## config.mk

```make
export PLATFORM = sky130hd
export DESIGN_NAME = imm_packer
export DESIGN_NICKNAME = d
export VERILOG_FILES = /design/src/rtl/rv32i_pkg.sv /design/src/rtl/imm_scatter.sv /design/src/rtl/imm_packer.sv
export SDC_FILE = /design/constraint.sdc
export NUM_CORES = 1
export LEC_CHECK = 0
export CAP_MARGIN = 20
export CORE_ASPECT_RATIO = 1.75
export CORE_MARGIN = 3
export CORE_UTILIZATION = 50
export DETAILED_ROUTE_END_ITERATION = 10
export PLACE_DENSITY = 0.82
export SYNTH_ARGS = -nofsm -noshare
export SYNTH_HDL_FRONTEND = slang
export SYNTH_HIERARCHICAL = 1
export SYNTH_SLANG_ARGS = --single-unit
```

## constraint.sdc

```tcl
create_clock -name clk -period 2.5 [get_ports clk]
set_input_delay 0.5 -clock clk [delete_from_list [all_inputs] [get_ports clk]]
set_output_delay 0.5 -clock clk [all_outputs]
set_load 0.02 [all_outputs]
```

## src/rtl/rv32i_pkg.sv

```systemverilog
// Shared RV32I immediate definitions: immediate types, error codes and legal ranges.
// Also used by signextnd.
package rv32i_pkg;

   typedef enum logic [2:0] {
      IMM_I = 3'b000,
      IMM_S = 3'b001,
      IMM_B = 3'b010,
      IMM_J = 3'b011,
      IMM_U = 3'b100
   } imm_type_e;

   typedef enum logic [1:0] {
      ERR_NONE  = 2'd0,
      ERR_RANGE = 2'd1,
      ERR_ALIGN = 2'd2,
      ERR_TYPE  = 2'd3
   } imm_err_e;

   localparam int signed IMM12_MIN = -2048;
   localparam int signed IMM12_MAX = 2047;
   localparam int signed IMM_B_MIN = -4096;
   localparam int signed IMM_B_MAX = 4094;
   localparam int signed IMM_J_MIN = -1048576;
   localparam int signed IMM_J_MAX = 1048574;

   function automatic logic imm_in_range(logic [31:0] v, int signed lo, int signed hi);
      return ($signed(v) >= lo) && ($signed(v) <= hi);
   endfunction

endpackage

```

## src/rtl/imm_scatter.sv

```systemverilog
// Combinational: maps an immediate onto its instruction-word field positions for a type,
// and reports the highest-priority rule violation (type > align > range).
module imm_scatter
   import rv32i_pkg::*;
(
   input  logic [31:0] imm_i,
   input  logic [2:0]  type_i,
   output logic [31:0] mask_o,
   output logic [31:0] val_o,
   output imm_err_e    err_o
);

   imm_type_e typ;
   assign typ = imm_type_e'(type_i);

   always_comb begin
      mask_o = 32'h0;
      val_o  = 32'h0;
      err_o  = ERR_NONE;
      case (typ)
         IMM_I: begin
            mask_o = 32'hFFF0_0000;
            val_o  = {imm_i[11:0], 20'b0};
            if (!imm_in_range(imm_i, IMM12_MIN, IMM12_MAX)) err_o = ERR_RANGE;
         end
         IMM_S: begin
            mask_o = 32'hFE00_0F80;
            val_o  = {imm_i[11:5], 13'b0, imm_i[4:0], 7'b0};
            if (!imm_in_range(imm_i, IMM12_MIN, IMM12_MAX)) err_o = ERR_RANGE;
         end
         IMM_B: begin
            mask_o = 32'hFE00_0F80;
            val_o  = {imm_i[12], imm_i[10:5], 13'b0, imm_i[4:1], imm_i[11], 7'b0};
            if (imm_i[0])                                       err_o = ERR_ALIGN;
            else if (!imm_in_range(imm_i, IMM_B_MIN, IMM_B_MAX)) err_o = ERR_RANGE;
         end
         IMM_J: begin
            mask_o = 32'hFFFF_F000;
            val_o  = {imm_i[20], imm_i[10:1], imm_i[11], imm_i[19:12], 12'b0};
            if (imm_i[0])                                       err_o = ERR_ALIGN;
            else if (!imm_in_range(imm_i, IMM_J_MIN, IMM_J_MAX)) err_o = ERR_RANGE;
         end
         IMM_U: begin
            // Low 12 bits must be zero: a U immediate is a full value, not a shifted one.
            mask_o = 32'hFFFF_F000;
            val_o  = {imm_i[31:12], 12'b0};
            if (imm_i[11:0] != 12'h0) err_o = ERR_ALIGN;
         end
         default: err_o = ERR_TYPE;
      endcase
   end

endmodule

```

## src/rtl/imm_packer.sv

```systemverilog
// Immediate encoder: scatters a signed immediate into an instruction word, 2-cycle valid/ready pipe.
// Latency 2 cycles, throughput 1/cycle; in_ready drops same cycle when both stages are full and stalled.
module imm_packer
   import rv32i_pkg::*;
#(
   parameter int ERR_CNT_W = 8
) (
   input  logic                 clk,
   input  logic                 rst_n,
   input  logic                 in_valid,
   output logic                 in_ready,
   input  logic [31:0]          in_imm,
   input  logic [2:0]           in_type,
   input  logic [31:0]          in_base,
   output logic                 out_valid,
   input  logic                 out_ready,
   output logic [31:0]          out_instr,
   output logic                 out_err,
   output logic [1:0]           out_err_code,
   input  logic                 clr_cnt,
   output logic [ERR_CNT_W-1:0] err_cnt
);

   logic                 s1_valid_q;
   logic [31:0]          s1_mask_q, s1_val_q, s1_base_q;
   imm_err_e             s1_err_q;
   logic                 s2_valid_q;
   logic [31:0]          instr_q;
   logic                 err_q;
   imm_err_e             code_q;
   logic [ERR_CNT_W-1:0] cnt_q, cnt_d;

   logic [31:0] sc_mask, sc_val, instr_d;
   imm_err_e    sc_err;
   logic        s1_adv, s2_adv;

   imm_scatter u_scatter (
      .imm_i  (in_imm),
      .type_i (in_type),
      .mask_o (sc_mask),
      .val_o  (sc_val),
      .err_o  (sc_err)
   );

   assign s2_adv   = !s2_valid_q || out_ready;
   assign s1_adv   = !s1_valid_q || s2_adv;
   assign in_ready = s1_adv;

   // Errored requests pass the base word through untouched.
   assign instr_d = (s1_err_q != ERR_NONE) ? s1_base_q
                                           : ((s1_base_q & ~s1_mask_q) | s1_val_q);

   always_comb begin
      cnt_d = cnt_q;
      if (clr_cnt)
         cnt_d = '0;
      else if (s2_valid_q && out_ready && err_q && (cnt_q != '1))
         cnt_d = cnt_q + 1'b1;
   end

   always_ff @(posedge clk) begin
      if (!rst_n) begin
         s1_valid_q <= 1'b0;
         s1_mask_q  <= '0;
         s1_val_q   <= '0;
         s1_base_q  <= '0;
         s1_err_q   <= ERR_NONE;
         s2_valid_q <= 1'b0;
         instr_q    <= '0;
         err_q      <= 1'b0;
         code_q     <= ERR_NONE;
         cnt_q      <= '0;
      end else begin
         if (s1_adv) begin
            s1_valid_q <= in_valid;
            if (in_valid) begin
               s1_mask_q <= sc_mask;
               s1_val_q  <= sc_val;
               s1_base_q <= in_base;
               s1_err_q  <= sc_err;
            end
         end
         if (s2_adv) begin
            s2_valid_q <= s1_valid_q;
            if (s1_valid_q) begin
               instr_q <= instr_d;
               err_q   <= (s1_err_q != ERR_NONE);
               code_q  <= s1_err_q;
            end
         end
         cnt_q <= cnt_d;
      end
   end

   assign out_valid    = s2_valid_q;
   assign out_instr    = instr_q;
   assign out_err      = err_q;
   assign out_err_code = code_q;
   assign err_cnt      = cnt_q;

endmodule

```

Word-level counts from Yosys, hierarchy flattened --
Index checks and enable logic that the tools add are counted. Widths: inputs -> output; s select.
Storage, ports and cells: bits in registers 143, word-level logic and storage cells 55, input bits 72, output and inout port bits 45
Cells by class: add/sub/neg operators 1, reductions and logical operators 19, equal/unequal tests 5, bitwise gates (word level) 4, order comparisons 6, mux-type cells 10
Operator list (count):
- $pmux 32 s5 | 1
- $pmux 32 s3 | 1
- $and 32x32->32 | 1
- $ge 32x12->1 const B | 1
- $ge 32x13->1 const B | 1
- $ge 32x21->1 const B | 1
- $le 32x12->1 const B | 1
- $le 32x13->1 const B | 1
- $le 32x21->1 const B | 1
- $mux 32 | 1
- $not 32->32 | 1
- $or 32x32->32 | 1
- $reduce_bool 12->1 | 1
- $add 8x1->8 const B | 1
- $ne 8x8->1 const B | 1
- $pmux 2 s4 | 1
- $reduce_or 2->1 | 4
- $eq 3x2->1 const B | 2
- $logic_and 1x1->1 | 6
- $mux 2 | 3
- $reduce_and 2->1 | 2
- $eq 3x1->1 const B | 1
- $eq 3x3->1 const B | 1
- $logic_not 3->1 | 1
- other kinds (5) | 9

Logic depth before layout (Yosys ltp) --
Gate-level depths: netlist of run 1.
depth after elaboration 5, depth in mapped cells 8, depth with buffers taken out 7

By module --
The synthesis of run 1 kept the hierarchy.
Modules (own cells, without submodules):
- imm_packer | seq. area each 2862.7 um^2, cells each 677, times used 1, area each 5612.9 um^2
- imm_scatter | seq. area each 0.0 um^2, cells each 134, times used 1, area each 867.1 um^2

Least setup slack after synthesis of run 1 --
No wires, ideal clock.
path type input -> register, start point input port in_type[0], end point register s1_mask_q[13], stages 8, arrival 1.669 ns, required time 2.384 ns, setup time 0.116 ns, path slack 0.714 ns, path buffers 2, cell sequence buf_2 > nand2_1 > nor2_1 > a21oi_1 > inv_1 > buf_4 > nand2_1 > a21boi_1
Between the ends: longest elaborated chain between the ends 3, elaborated cells between the ends (all ways) 8, classes of those cells 4 x eq/ne; 1 x mux; 3 x reduce/logical
Ends and longest elaborated chain:
- start, declared | RTL line imm_packer.sv:13 | input logic [2:0] in_type,
- $eq 3x2->1, or another cell as far along | RTL line imm_scatter.sv:20 | case (typ)
- $reduce_or 2->1 (no source line)
- $pmux 32 s3 (*) | RTL line imm_scatter.sv:20
- named net sc_mask[13] | RTL line imm_packer.sv:33 | logic [31:0] sc_mask, sc_val, instr_d;
- end signal, assigned | RTL line imm_packer.sv:77 | s1_mask_q <= sc_mask;
- end, declared | RTL line imm_packer.sv:25 | logic [31:0] s1_mask_q, s1_val_q, s1_base_q;
Mark *: on every way through the listed nets, which the timed path passes. The rest lies on a longest branch. A chain may end at the register's enable or synchronous reset.

Worst setup path after layout of run 1 --
start point input port out_ready, end point output port in_ready
Between the ends: longest elaborated chain between the ends 2
Ends and longest elaborated chain:
- start, declared | RTL line imm_packer.sv:16 | input logic out_ready,
- $logic_or 1x1->1 | RTL line imm_packer.sv:45 | assign s2_adv = !s2_valid_q || out_ready;
- $logic_or 1x1->1 | RTL line imm_packer.sv:46 | assign s1_adv = !s1_valid_q || s2_adv;
- end, declared | RTL line imm_packer.sv:11 | output logic in_ready,
Every way passes these cells.

==> results of run 1 <==
-- critical path, cell delays in order --
cell and delay (ps):
clkdlybuf4s50_1 520, nand3b_4 180, clkdlybuf4s50_1 610
-- power breakdown --
part	internal [uW]	leakage (uW)	total [uW]	switching, uW
sequential	2400	0.00117	2470	65.9
clock	1500	0.000274	2470	967
combinational	352	0.00169	755	402
total	4250	0.00313	5690	1430
-- flip-flops by register name, summed over array words and instances, names as in the netlist --
register	count
s1_mask_q	32
out_err_code	2
s1_base_q	32
s1_err_q	2
out_instr	32
out_err	1
err_cnt	8
out_valid	1
s1_val_q	32
s1_valid_q	1
-- placed cells by master (no fill, tap or decap), drive strengths merged, types with 3 or more instances in the layout --
master         Yosys  final
mux2i              8      8
and2               7      7
buf               66     28
inv                8     12
nand3              4      4
a221oi            33     33
nand3b             3      3
conb               1     14
clkdlybuf4s50      0    115
a211oi             3      3
nand4             11     11
nor3               9      9
o2bb2ai            6      6
nor2b              9      9
a21oi              4      4
nor4               8      8
dfxtp            143    143
nand2            254    254
clkinvlp           0      3
nor2              46     46
o21ai             40     40
clkbuf            26     19
a21boi           102    102
-- worst max path at each step --
stage | cells past startpoint | end | slack [ps]
after detailed placement | 6 | s1_mask_q[13] | 20
after CTS | 3 | in_ready | 190
after floorplan | 8 | s1_mask_q[13] | 710
after global placement | 6 | s1_mask_q[16] | 60
final | 3 | in_ready | 190
after global routing | 3 | in_ready | 160
-- routing by layer --
metal  vias to the layer above  wire length, um  GRT usage, %
met3                        32              670          4.18
met5                         -                0             0
li1                       2872                -             -
met1                      2708             6270          24.8
met4                         0              510          9.99
met2                       157             9090          43.3
-- cells by family after synthesis --
| family | synth area share, % |
|---|---|
| mux | 1.24 |
| simple gates | 23.5 |
| buf+inv | 8.46 |
| compound gates | 22.0 |
| flops | 44.2 |
| fa+ha+maj | 0.193 |
| xor+xnor | 0.406 |
| other cells | 0.0579 |
-- through the flow --
step | instances | utilization (%) | power, uW
detailed placement | 1043 | 61.2 | 3270
global placement | 1043 | 61.2 | 3260
global route | 1073 | 65.7 | 5920
finish | 1073 | 65.7 | 5690
CTS | 1073 | 65.7 | 5720
floorplan | 824 | - | 2950
-- layout make-up --
type                    instances  area, sq um
repair buffers                143         1450
inverters                       8         30.0
well taps                     168          210
clock buffers                  19          443
clock inverters                11          134
fillers                      1078         4310
multi-input cells             581         3130
flip-flops and latches        143         2860
==> impl_metrics.ini, run 1 <==
[logic_synthesis]
synth_edf_count = 0
yosysTopAreaCellShare_pct = 44.2
synth_largest_area_cell = dfxtp_1
syn_area_sq_mm = 0.00648
synthFlopType = dfxtp_1
yosysSeqAreaShare_pct = 44.2
ys_seq_elements = 143
synth_commonest_cells = 253 x nand2_1, 143 x dfxtp_1, 98 x a21boi_1, 46 x nor2_1, 39 x buf_4
synth.most_common_cell = nand2_1
synthArstFlopShare_pct = 0
avgSynthCellArea_sq_um = 7.99
syn_inst = 811
synthDistinctLibCells = 47
synthTopCellsByArea = dfxtp_1 44%, nand2_1 15%, a21boi_1 11%
yosys_warnings = 6

[timing]
slew_headroom_pct = 54.3
worst_pin_slew_ps = 686
finalClockSkew_ps = 8.87
rsz0062_at_grt = no
finalHoldViolations = 0
setup_tns_ps = 0
setup_violations = 0
slew_viol_final = 0
fmax_mhz = 433
layout_setup_ws_ps = 193
period_needed_ps = 2310
holdWs_ps = 451
period_share_pct = 92.3

[finish]
nets = 967
final_area_sq_mm = 0.00826
area_growth_pct = 27.5
antenna_cells = 0
drive_gt1_share_pct = 7.40

[detailed_routing]
routed_wl_um = 16500
via_per_inst = 5.38
firstDrtPassIters = 5
drc = 0
drt_iter0_drc = 302
wl_per_cell_um = 15.4
via_count = 5769
antenna_left = 0

[clocking]
cts_buffers = 17
cts_resized = 0
cts_tree = built
hold_buffers = 0
cts_root_buf = clkbuf_16
path_clk_slew_ps = 60
htree_levels = 4
cts.sinks = 143
clk-insertion-delay-late_ps = 410
cts_setup_buffers = 0
cts_buffer_depth = 2

[floorplan]
ios = 117
num_rows = 54
die_area_sq_mm = 0.0144
die_h_um = 157
start_util_pct = 51.6
die_width_um = 92.1
core_area_sq_mm = 0.0126

[hold_path]
hold_class = reg2reg
hold-path-cell-count = 2
whs_endpoint = s1_base_q[19]
min_from = s1_base_q[19]

[setup_path]
endpoint_kind = output port
r2r_cells = 5
critPathLaunchType = primary input
crit_arrival_ps = 1810
worstReg2RegStart = s1_err_q[1]
required_ps = 2000
critPathKind = in2out
critPathLaunch = out_ready
ff2ff_setup_slack_ps = 950
cp_max_fo = 4
r2r_end = out_instr[2]

[global_routing]
grt_max_degree = 70
track_usage_pct = 23.0
grt_pass1_vias = 5537
antenna_found_initial = 0
grt_overflow = 0
grt_pass1_wl_um = 26600

[placement]
dp_hpwl_um = 11400
numPortBuffers = 116
finalWeightedCongestion = 0.854
place_area_sq_mm = 0.00768
pre_cts_ws_ps = 17.8

[power]
p_per_area_mw_per_mm2 = 688
ir_worst_vdd_uv = 425
leakage_uw = 0.00313

[run]
drv_cap = 0

[status]
status = completed
No activity file was read; power rests on OpenSTA's default activity.
==> inputs of run 2 (changes only) <==
- CORE_ASPECT_RATIO: 1.75 -> 1.4
==> run 2 against run 1 <==
Maximum frequency rose by 1.1%. Critical path depth did not move. Count of clock-buffer cells in the layout fell by 2. Register-to-register slack got worse by 140 ps. Wire length fell by 5.5%. First-iteration DRC count rose by 17%. Clock power rose by 6%. Flip-flop and latch count did not move. Largest cell class unchanged. Highest routed layer unchanged.
==> impl_metrics.ini, run 2 (synthesis gave the netlist of run 1 again) <==
[power]
p_int_uw = 4280
p_per_area_mw_per_mm2 = 706
leakage_uw = 0.00314
switching_share_pct = 26.5
ir_worst_vdd_uv = 438
share_comb_of_total_power_pct = 12.8
p_clk_share_pct = 44.9
seq_power_share_pct = 42.4
p_sw_uw = 1540

[setup_path]
worstReg2RegStart = s1_err_q[0]
crit_slowest_cell = clkdlybuf4s50_1
cp_max_fo = 4
endpoint_kind = output port
critPathLaunch = out_ready
path_cells = clkdlybuf4s50_1 -> nand3b_4 -> clkdlybuf4s50_1
worstSetupEndpoint = in_ready
critPathLaunchType = primary input
cp.depth = 3
path_buf_inv = 2
crit_family = buffers and inverters
r2r_cells = 5
crit_top_cell = clkdlybuf4s50_1
r2r_end = out_instr[21]
critPathKind = in2out
crit_arrival_ps = 1780
cpPeakStageDelay_ps = 610
required_ps = 2000
ff2ff_setup_slack_ps = 810

[timing]
slew_viol_final = 0
slew_headroom_pct = 57.4
worst_pin_slew_ps = 639
setup_violations = 0
finalHoldViolations = 0
period_needed_ps = 2280
fmax_mhz = 438
period_share_pct = 91.2
finalClockSkew_ps = 10.3
setup_tns_ps = 0
rsz0062_at_grt = no
layout_setup_ws_ps = 219

[placement]
numPortBuffers = 116
finalWeightedCongestion = 0.852
dp_hpwl_um = 10400
place_area_sq_mm = 0.00762
pre_cts_ws_ps = 103

[status]
status = completed

[detailed_routing]
antenna_left = 0
routed_wl_um = 15600
via_count = 5713
firstDrtPassIters = 5
via_per_inst = 5.43
drt_iter0_drc = 352
drc = 0
wl_per_cell_um = 14.9

[global_routing]
grt_pass1_wl_um = 26000
track_usage_pct = 22.4
grt_overflow = 0
grt_max_degree = 99
antenna_found_initial = 0
grt_pass1_vias = 5382

[floorplan]
die_width_um = 102
die_h_um = 141
ios = 117
core_area_sq_mm = 0.0125
start_util_pct = 51.9
die_area_sq_mm = 0.0144
num_rows = 48

[run]
drv_cap = 0

[finish]
antenna_cells = 0
drive_gt1_share_pct = 7.31
final_area_sq_mm = 0.00824
mostFrequentLayoutCells = 253 x nand2_1, 143 x dfxtp_1, 115 x clkdlybuf4s50_1
final_common_cell = nand2_1
area_growth_pct = 27.1
nets = 963

[clocking]
htree_levels = 4
path_clk_slew_ps = 60
cts_resized = 0
clk-insertion-delay-late_ps = 410
cts.sinks = 143
cts_buffers = 17
cts_tree = built
hold_buffers = 0
cts_root_buf = clkbuf_16
cts_setup_buffers = 0
cts_buffer_depth = 2

[hold_path]
hold_class = reg2reg
[run 2: worst min-delay path by stage]
stage / start / end / slack [ps] / cells after the start
floorplan: s1_base_q[0] / s1_base_q[0] / 430 / 2
global placement: s1_val_q[6] / s1_val_q[6] / 440 / 2
detailed placement: s1_mask_q[26] / s1_mask_q[26] / 450 / 2
CTS: s1_mask_q[30] / s1_mask_q[30] / 450 / 2
global route: s1_base_q[5] / s1_base_q[5] / 470 / 2
finish: s1_mask_q[31] / s1_mask_q[31] / 450 / 2
[run 2: power groups by stage]
stage                     Combinational, uW  Clock, uW  Sequential, uW
after global routing                    818       2740            2480
final                                   743       2610            2460
after global placement                  734          0            2510
after floorplan                         407          0            2550
after CTS                               747       2660            2460
after detailed placement                743          0            2510
[run 2: layout make-up]
| class | instances | area [sq um] |
|---|---|---|
| well taps | 150 | 188 |
| clock inverters | 15 | 190 |
| multi-input cells | 581 | 3130 |
| fillers | 1094 | 4260 |
| inverters | 8 | 30.0 |
| flip-flops and latches | 143 | 2860 |
| repair buffers | 139 | 1410 |
| clock buffers | 17 | 425 |
[run 2: per-stage QoR]
step	hold WS, ps	total power [uW]	instances	utilization (%)
finish	452	5820	1053	65.9
global route	472	6040	1053	65.9
CTS	454	5870	1053	65.9
detailed placement	445	3260	1021	61.0
global placement	440	3250	1021	61.0
floorplan	435	2950	824	-
[run 2: metal layers]
metal / track usage [%] / share of wire, % / vias up
li1: - / - / 2864
met1: 29.0 / 43 / 2686
met2: 37.2 / 50 / 139
met3: 4.46 / 4.4 / 24
met4: 6.98 / 1.8 / 0
met5: 0 / 0 / -
[run 2: worst register-to-register path, delay by kind of cell (launching register included)]
family	cells	cell delay, ps
simple gates	3	610
buf+inv	1	280
flops	1	360
compound gates	1	320
